===== src/rtl/viterbi_dec_k3.sv =====
// Hard-decision Viterbi decoder for the rate-1/2 K=3 (7,5) code.
// 4-state ACS with subtract-min normalisation and register-exchange survivors.
module viterbi_dec_k3 #(
    parameter int TB_DEPTH = 16,
    parameter int PM_W     = 6
) (
    input  logic clk,
    input  logic reset,
    input  logic din,
    input  logic din_valid,
    input  logic frame_start,
    output logic dout,
    output logic dout_valid
);

    localparam int CNT_W = $clog2(TB_DEPTH + 1);
    localparam logic [PM_W-1:0] PM_MAX = '1;

    logic                r_phase;
    logic                r_r0;
    logic [CNT_W-1:0]    r_sym_cnt;
    logic [PM_W-1:0]     r_pm   [4];
    logic [TB_DEPTH-1:0] r_path [4];
    logic                r_dout;
    logic                r_dout_valid;

    logic                w_restart;
    logic                w_trig;
    logic                w_emit;
    logic [PM_W-1:0]     w_pm_raw   [4];
    logic [PM_W-1:0]     w_pm_new   [4];
    logic [PM_W-1:0]     w_pm_min;
    logic [TB_DEPTH-1:0] w_path_new [4];
    logic [1:0]          w_best;

    function automatic logic [1:0] branch_metric(input logic [1:0] p, input logic x,
                                                 input logic rx0, input logic rx1);
        logic g0;
        logic g1;
        g0 = x ^ p[1] ^ p[0];
        g1 = x ^ p[1];
        return {1'b0, rx0 ^ g0} + {1'b0, rx1 ^ g1};
    endfunction

    function automatic logic [PM_W-1:0] sat_add(input logic [PM_W-1:0] a, input logic [1:0] b);
        logic [PM_W:0] s;
        s = {1'b0, a} + {{(PM_W-1){1'b0}}, b};
        return s[PM_W] ? PM_MAX : s[PM_W-1:0];
    endfunction

    assign w_restart = din_valid & frame_start;
    assign w_trig    = din_valid & ~frame_start & r_phase;
    assign w_emit    = w_trig & ((r_sym_cnt == CNT_W'(TB_DEPTH - 1)) ||
                                 (r_sym_cnt == CNT_W'(TB_DEPTH)));

    // Predecessors of ns are {0,ns[1]} and {1,ns[1]}; ties keep the lower index.
    for (genvar g = 0; g < 4; g++) begin : g_acs
        localparam logic [1:0] NS = 2'(g);
        localparam logic [1:0] P0 = {1'b0, NS[1]};
        localparam logic [1:0] P1 = {1'b1, NS[1]};
        logic [PM_W-1:0]     w_c0;
        logic [PM_W-1:0]     w_c1;
        logic                w_sel;
        logic [TB_DEPTH-1:0] w_surv;

        assign w_c0          = sat_add(r_pm[P0], branch_metric(P0, NS[0], r_r0, din));
        assign w_c1          = sat_add(r_pm[P1], branch_metric(P1, NS[0], r_r0, din));
        assign w_sel         = (w_c1 < w_c0);
        assign w_pm_raw[g]   = w_sel ? w_c1 : w_c0;
        assign w_surv        = w_sel ? r_path[P1] : r_path[P0];
        assign w_path_new[g] = {w_surv[TB_DEPTH-2:0], NS[0]};
    end

    always_comb begin
        w_pm_min = w_pm_raw[0];
        w_best   = 2'd0;
        for (int i = 1; i < 4; i++) begin
            if (w_pm_raw[i] < w_pm_min) begin
                w_pm_min = w_pm_raw[i];
                w_best   = 2'(i);
            end
        end
        for (int i = 0; i < 4; i++) begin
            w_pm_new[i] = w_pm_raw[i] - w_pm_min;
        end
    end

    always_ff @(posedge clk or posedge reset) begin
        if (reset) begin
            r_phase      <= 1'b0;
            r_r0         <= 1'b0;
            r_sym_cnt    <= '0;
            r_dout       <= 1'b0;
            r_dout_valid <= 1'b0;
            for (int i = 0; i < 4; i++) begin
                r_pm[i]   <= (i == 0) ? '0 : PM_MAX;
                r_path[i] <= '0;
            end
        end else begin
            r_dout_valid <= w_emit;
            if (w_emit) begin
                r_dout <= w_path_new[w_best][TB_DEPTH-1];
            end
            if (w_restart) begin
                // A new frame drops any half pair and restarts from state 0.
                r_r0      <= din;
                r_phase   <= 1'b1;
                r_sym_cnt <= '0;
                for (int i = 0; i < 4; i++) begin
                    r_pm[i]   <= (i == 0) ? '0 : PM_MAX;
                    r_path[i] <= '0;
                end
            end else if (din_valid) begin
                if (!r_phase) begin
                    r_r0    <= din;
                    r_phase <= 1'b1;
                end else begin
                    r_phase <= 1'b0;
                    for (int i = 0; i < 4; i++) begin
                        r_pm[i]   <= w_pm_new[i];
                        r_path[i] <= w_path_new[i];
                    end
                    if (r_sym_cnt != CNT_W'(TB_DEPTH)) begin
                        r_sym_cnt <= r_sym_cnt + 1'b1;
                    end
                end
            end
        end
    end

    assign dout       = r_dout;
    assign dout_valid = r_dout_valid;

endmodule

===== config.mk =====
export PLATFORM = sky130hd
export DESIGN_NAME = viterbi_dec_k3
export DESIGN_NICKNAME = d
export VERILOG_FILES = /design/src/rtl/viterbi_dec_k3.sv
export SDC_FILE = /design/constraint.sdc
export NUM_CORES = 1
export LEC_CHECK = 0
export ABC_CLOCK_PERIOD_IN_PS = 10800
export CAP_MARGIN = 20
export CORE_MARGIN = 5
export CORE_UTILIZATION = 55
export DETAILED_ROUTE_END_ITERATION = 6
export PLACE_DENSITY_LB_ADDON = 0.3
export SETUP_SLACK_MARGIN = 0.1
export SLEW_MARGIN = 20
export SYNTH_ARGS = -nofsm -noshare
export SYNTH_HDL_FRONTEND = slang
export SYNTH_SLANG_ARGS = --single-unit
export TNS_END_PERCENT = 50

===== constraint.sdc =====
create_clock -name clk -period 10.8 [get_ports clk]
set_input_delay 3.24 -clock clk [delete_from_list [all_inputs] [get_ports clk]]
set_output_delay 3.24 -clock clk [all_outputs]
set_load 0.05 [all_outputs]

* Yosys cells after proc, flatten, opt, wreduce, memory -nomap -nowiden
Index checks and enable logic that the tools add are counted.
** Word-level totals
- Register bits after elaboration :: 93
- Bits of input ports :: 5
- Output and inout bits :: 2
- Word-level logic and storage cells :: 98
** Cells by class
- Add/subtract/negate cells :: 17
- $lt $le $gt $ge :: 8
- Equality and inequality tests :: 4
- Multiplexer cells :: 41
- Bitwise operators :: 8
- Reductions and logical operators :: 7
** Operator list (count)
- $mux 63 :: 3
- $mux 6 :: 15
- $mux 24 :: 3
- $mux 15 :: 4
- $add 6x2->7 :: 8
- $lt 6x6->1 :: 7
- $bmux 16 s2 :: 1
- $mux 16 :: 2
- $sub 6x6->6 :: 4
- $mux 5 :: 4
- $add 1x1->2 :: 4
- $mux 1 :: 7
- $reduce_bool 2->1 :: 3
- $add 5x1->5 const B :: 1
- $eq 5x4->1 const B :: 1
- $eq 5x5->1 const B :: 1
- $ne 5x5->1 const B :: 1
- $and 1x1->1 :: 4
- $mux 2 :: 2
- $reduce_and 2->1 :: 2
- $ge 3x3->1 const B :: 1
- $not 1->1 :: 3
- $not 2->3 :: 1
- $reduce_and 3->1 :: 1
- other kinds (2) :: 2

* Depth between registers and ports, before layout
- Depth in word-level cells :: 16
- Gate-level depth with buffers :: 49
- Gate-level depth less buffers :: 46

* Least setup slack after synthesis
OpenSTA, ideal clock, no wires.
- Path type :: input to register
- From :: in din
- To :: reg r_pm[23] (netlist bit)
- Library setup time :: 136 ps
- Arrival :: 12640 ps
- Required time :: 10664 ps
- Setup slack :: -1976 ps
- Cell stages on the path :: 43
- Path buffers :: 2
- Path through :: inv_1 ha_1 ha_1 a21oi_1 a211oi_1 mux2_1 ha_1 a211oi_2 nand3b_1 a2111o_2 nand2_8 mux2i_1 inv_1 ha_1 o21ai_0 nor2b_1 a211o_1 mux2_2 [... 7 more ...] or3_1 and2_1 clkbuf_1 mux2i_1 ha_1 o2111ai_1 or3b_1 o31ai_4 clkbuf_1 o21ai_0 ha_1 inv_1 a21oi_1 maj3_1 o22ai_1 o21ai_0 xnor2_1 o21ai_0
** Between the ends
- Cells in the longest elaborated chain, start to end :: 16
- Elaborated cells between the ends (all ways) :: 39
- Classes of those cells :: 13 x add/sub; 7 x order compare; 18 x mux; 1 x bitwise
** RTL lines
- from (decl) :: line 9 : input logic din,
- $not 1->1 (no line)
- $add 1x1->2 :: line 42 : return {1'b0, rx0 ^ g0} + {1'b0, rx1 ^ g1};
- $add 6x2->7 :: line 47 : s = {1'b0, a} + {{(PM_W-1){1'b0}}, b};
- $mux 6 :: line 48 : return s[PM_W] ? PM_MAX : s[PM_W-1:0];
- $lt 6x6->1 :: line 68 : assign w_sel = (w_c1 < w_c0);
- $mux 6 :: line 69 : assign w_pm_raw[g] = w_sel ? w_c1 : w_c0;
- $lt 6x6->1 :: line 78 : if (w_pm_raw[i] < w_pm_min) begin
- $mux 6 :: line 78
- $lt 6x6->1 :: line 78
- $mux 6 :: line 78
- $lt 6x6->1 :: line 78
- $mux 6 :: line 78
- $sub 6x6->6 (*) :: line 84 : w_pm_new[i] = w_pm_raw[i] - w_pm_min;
- $mux 24 (*) :: line 114 : if (!r_phase) begin
- $mux 24 (*) :: line 113 : end else if (din_valid) begin
- $mux 24 (*) :: line 104 : if (w_restart) begin
- to (signal, indexed assignment) :: line 96 : r_pm[i] <= (i == 0) ? '0 : PM_MAX;
- to (signal, indexed assignment) :: line 110 : r_pm[i] <= (i == 0) ? '0 : PM_MAX;
- to (signal, indexed assignment) :: line 120 : r_pm[i] <= w_pm_new[i];
- to (decl) :: line 22 : logic [PM_W-1:0] r_pm [4];
Mark *: on every way between the ends. The rest lies on a longest branch, timed or not. The select of a mux whose other input is x is not followed.
A chain may end at the register's enable or synchronous reset.

* Final worst setup path
Same ends and word-level chain as after synthesis.

==> flow_metrics.tcl <==
set metrics [dict create \
    antenna_cells 0 \
    clkTransAtPathRegs_ns 0.07 \
    cts_tree "built" \
    final_cell_mix "280 x buf_4, 97 x nand2_1, 74 x o21ai_0" \
    crit_path_frequent_cell "ha_4" \
    yosysUniqueCellTypes 98 \
    yosys-top-cells-area "dfrtp_1 21%, ha_1 8.7%, mux2i_1 8.3%" \
    area_growth_pct 43.3 \
    setup_viol 22 \
    die_y_um 132 \
    io_pins 7 \
    syn-num-nets 1024 \
    crit_required_ns 11.03 \
    grt_max_degree 80 \
    r2r_slack_ns 1.48 \
    clkSinkCount 88 \
    ys_seq_area_share_pct 27.0 \
    drive_above_1_share_pct 40.6 \
    slowest_delay_ns 0.42 \
    cp-end-kind "flip-flop" \
    max-slew-margin-rel_pct 32.4 \
    yosysWarningCount 0 \
    core_area_um2 14600 \
    min-delay-start "r_path[62]" \
    nets 1293 \
    yosys.area.top_type "dfrtp_1" \
    grt_pass1_wl_mm 45.7 \
    worst_pin_slew_ns 1.01 \
    via_per_inst 6.58 \
    final_common_cell "buf_4" \
    drt-total-wl_mm 31.7 \
    drt_iter0_drc 1006 \
    grtUsageMet3_pct 5.99 \
    antenna_found_initial 0 \
    cts_buffer_depth 2 \
    cp-start-kind "primary input" \
    use_met2_pct 53.5 \
    slew_violations 0 \
    die_area_um2 17500 \
    dp_hpwl_mm 19.3 \
    drc 0 \
    place.gp.congestion 0.983 \
    htreeDepth 3 \
    ys_ff_latch 88 \
    clockRootBuffer "clkbuf_16" \
    worstPathArrival_ns 11.90 \
    min_period_over_period_pct 108 \
    fmaxAchievable_mhz 85.7 \
    async_flop_share_pct 100 \
    violations "negative setup slack" \
    setup_ws_ns -0.874 \
    grt_pass1_vias 8879 \
    syn-cell-area_um2 8230 \
    pre_cts_ws_ns -1.48 \
    final_hold_viol_count 0 \
    track_usage_pct 31.9 \
    skew_ns 0.0102 \
    synthCells 957 \
    start_util_pct 56.4 \
    overflow 0 \
    met1_usage_pct 39.0 \
    postSynthAreaPerCell_um2 8.60 \
    reg2reg_from "r_r0" \
    drtPass1Iterations 6 \
    utilization_pct 80.9 \
    insertion_delay_ns 0.35 \
    grt_setup_unrepaired "yes" \
    cap_viol_max_count 0 \
    synth_edf_count 0 \
    ant_nets 0 \
    crit_fanout 5 \
    hold_end "r_path[62]" \
    cp_slowest_cell "or3b_4" \
    status "complete, but fails checks" \
    min_period_ns 11.67 \
    min_path_type "flip-flop to flip-flop" \
    r2r-end "r_pm[23]" \
    numCtsBuffers 9 \
    hold_depth 2 \
    synth_top_flop_cell "dfrtp_1" \
    io_buffers 6 \
    dr_total_vias 9312 \
    post_drt_wl_per_cell_um 22.4 \
    synth_top_area_share_pct 21.3 \
    die_x_um 132 \
    row_count 44 \
    path_class "primary input to flip-flop" \
    reg2reg_depth 43 \
    busiest_layer "met2" \
]
-- kinds of logic (layout without fill, tap and decap cells) --
| group | Yosys count | count (layout) | synth area share [%] |
|---|---|---|---|
| AOI/OAI and AO/OA | 299 | 299 | 25.9 |
| DFF | 88 | 88 | 27.0 |
| xor gates and xnor gates | 47 | 47 | 5.00 |
| and+or+nand+nor | 269 | 269 | 15.9 |
| buffers and inverters | 103 | 377 | 4.91 |
| muxes | 85 | 85 | 10.9 |
| adders and majority gates | 66 | 66 | 10.4 |
-- stage by stage --
step	std cells	cell area, µm²	hold slack, ns	setup TNS [ns]
4_1_cts	1398	11400	0.483	-6.73
5_1_grt	1415	11800	0.556	-19.21
3_5_place_dp	1338	10400	0.468	-30.42
3_3_place_gp	1338	10400	0.459	-24.26
6_report	1415	11800	0.507	-13.20
2_1_floorplan	957	8510	0.444	-18.57
-- critical path, delay by kind of cell --
kind                     cells  cell delay [ns]
AND/OR/NAND/NOR              7             1.69
adder cells (fa/ha/maj)      8             1.93
XOR/XNOR                     2             0.48
buffers and inverters        7             0.82
multiplexers                 2             0.57
AO/OA/AOI/OAI               18             3.17
-- what timing repair did --
action                     4_1_cts  5_1_grt
gates resized for setup         86       49
setup endpoints to repair       25       25
hold buffers                     0        0
pin swaps                       44       36
buffers inserted                44       19
-- worst max-delay path by stage --
stage                          end  depth (start not counted)  start  slack (ns)
after detailed placement  r_pm[11]                         45    din       -1.48
after CTS                 r_pm[10]                         44    din       -0.49
final                     r_pm[23]                         44    din       -0.87
after floorplan           r_pm[23]                         41    din       -1.09
after global placement    r_pm[11]                         42    din       -1.22
after global routing      r_pm[22]                         43    din       -1.12
-- state kept, by name (all words and copies together), names as in the netlist --
signal,count
dout,1
dout_valid,1
r_path,55
r_phase,1
r_pm,24
r_r0,1
r_sym_cnt,5
-- layout make-up --
class	count	area, µm²
Fill cell	784	2790
Multi-Input combinational cell	766	6490
Sequential cell	88	2220
Tap cell	184	230
Inverter	62	240
Timing Repair Buffer	299	2330
Clock buffer	10	229
Clock inverter	6	52.6
-- cell usage after synthesis (4+ instances only) --
| cell type | n |
|---|---|
| nand2_1 | 98 |
| o21ai_0 | 87 |
| dfrtp_1 | 70 |
| mux2i_1 | 68 |
| nor2_1 | 62 |
| inv_1 | 59 |
| ha_1 | 57 |
| a21oi_1 | 44 |
| xnor2_1 | 35 |
| clkbuf_1 | 30 |
| nand3_1 | 19 |
| dfstp_2 | 18 |
| nand2b_1 | 17 |
| o211ai_1 | 16 |
| nor3_1 | 14 |
| a21o_1 | 13 |
| nor2b_1 | 12 |
| xor2_1 | 12 |
| mux2_2 | 11 |
| o21a_1 | 10 |
| o22ai_1 | 10 |
| a31oi_1 | 9 |
| a211oi_1 | 8 |
| buf_2 | 8 |
| o21ai_1 | 8 |
| and2_1 | 7 |
| and3_1 | 7 |
| a32o_1 | 6 |
| o2111ai_1 | 6 |
| or2_2 | 6 |
| or3_1 | 6 |
| a211o_1 | 5 |
| fa_1 | 5 |
| o211a_1 | 5 |
| o221ai_1 | 5 |
| a211oi_2 | 4 |
| a22oi_1 | 4 |
| o21ai_2 | 4 |
-- per-layer routing --
metal / vias up / share of wire (%) / routed length [µm]
met5: - / 0 / 0
li1: 4025 / - / -
met4: 0 / 6.9 / 2200
met2: 617 / 47 / 14800
met1: 4461 / 37 / 11600
met3: 209 / 9.7 / 3060
Power is left out: the tool's default activity adds up to more than one toggle a clock period on the data nets, which glitch-free logic cannot reach.
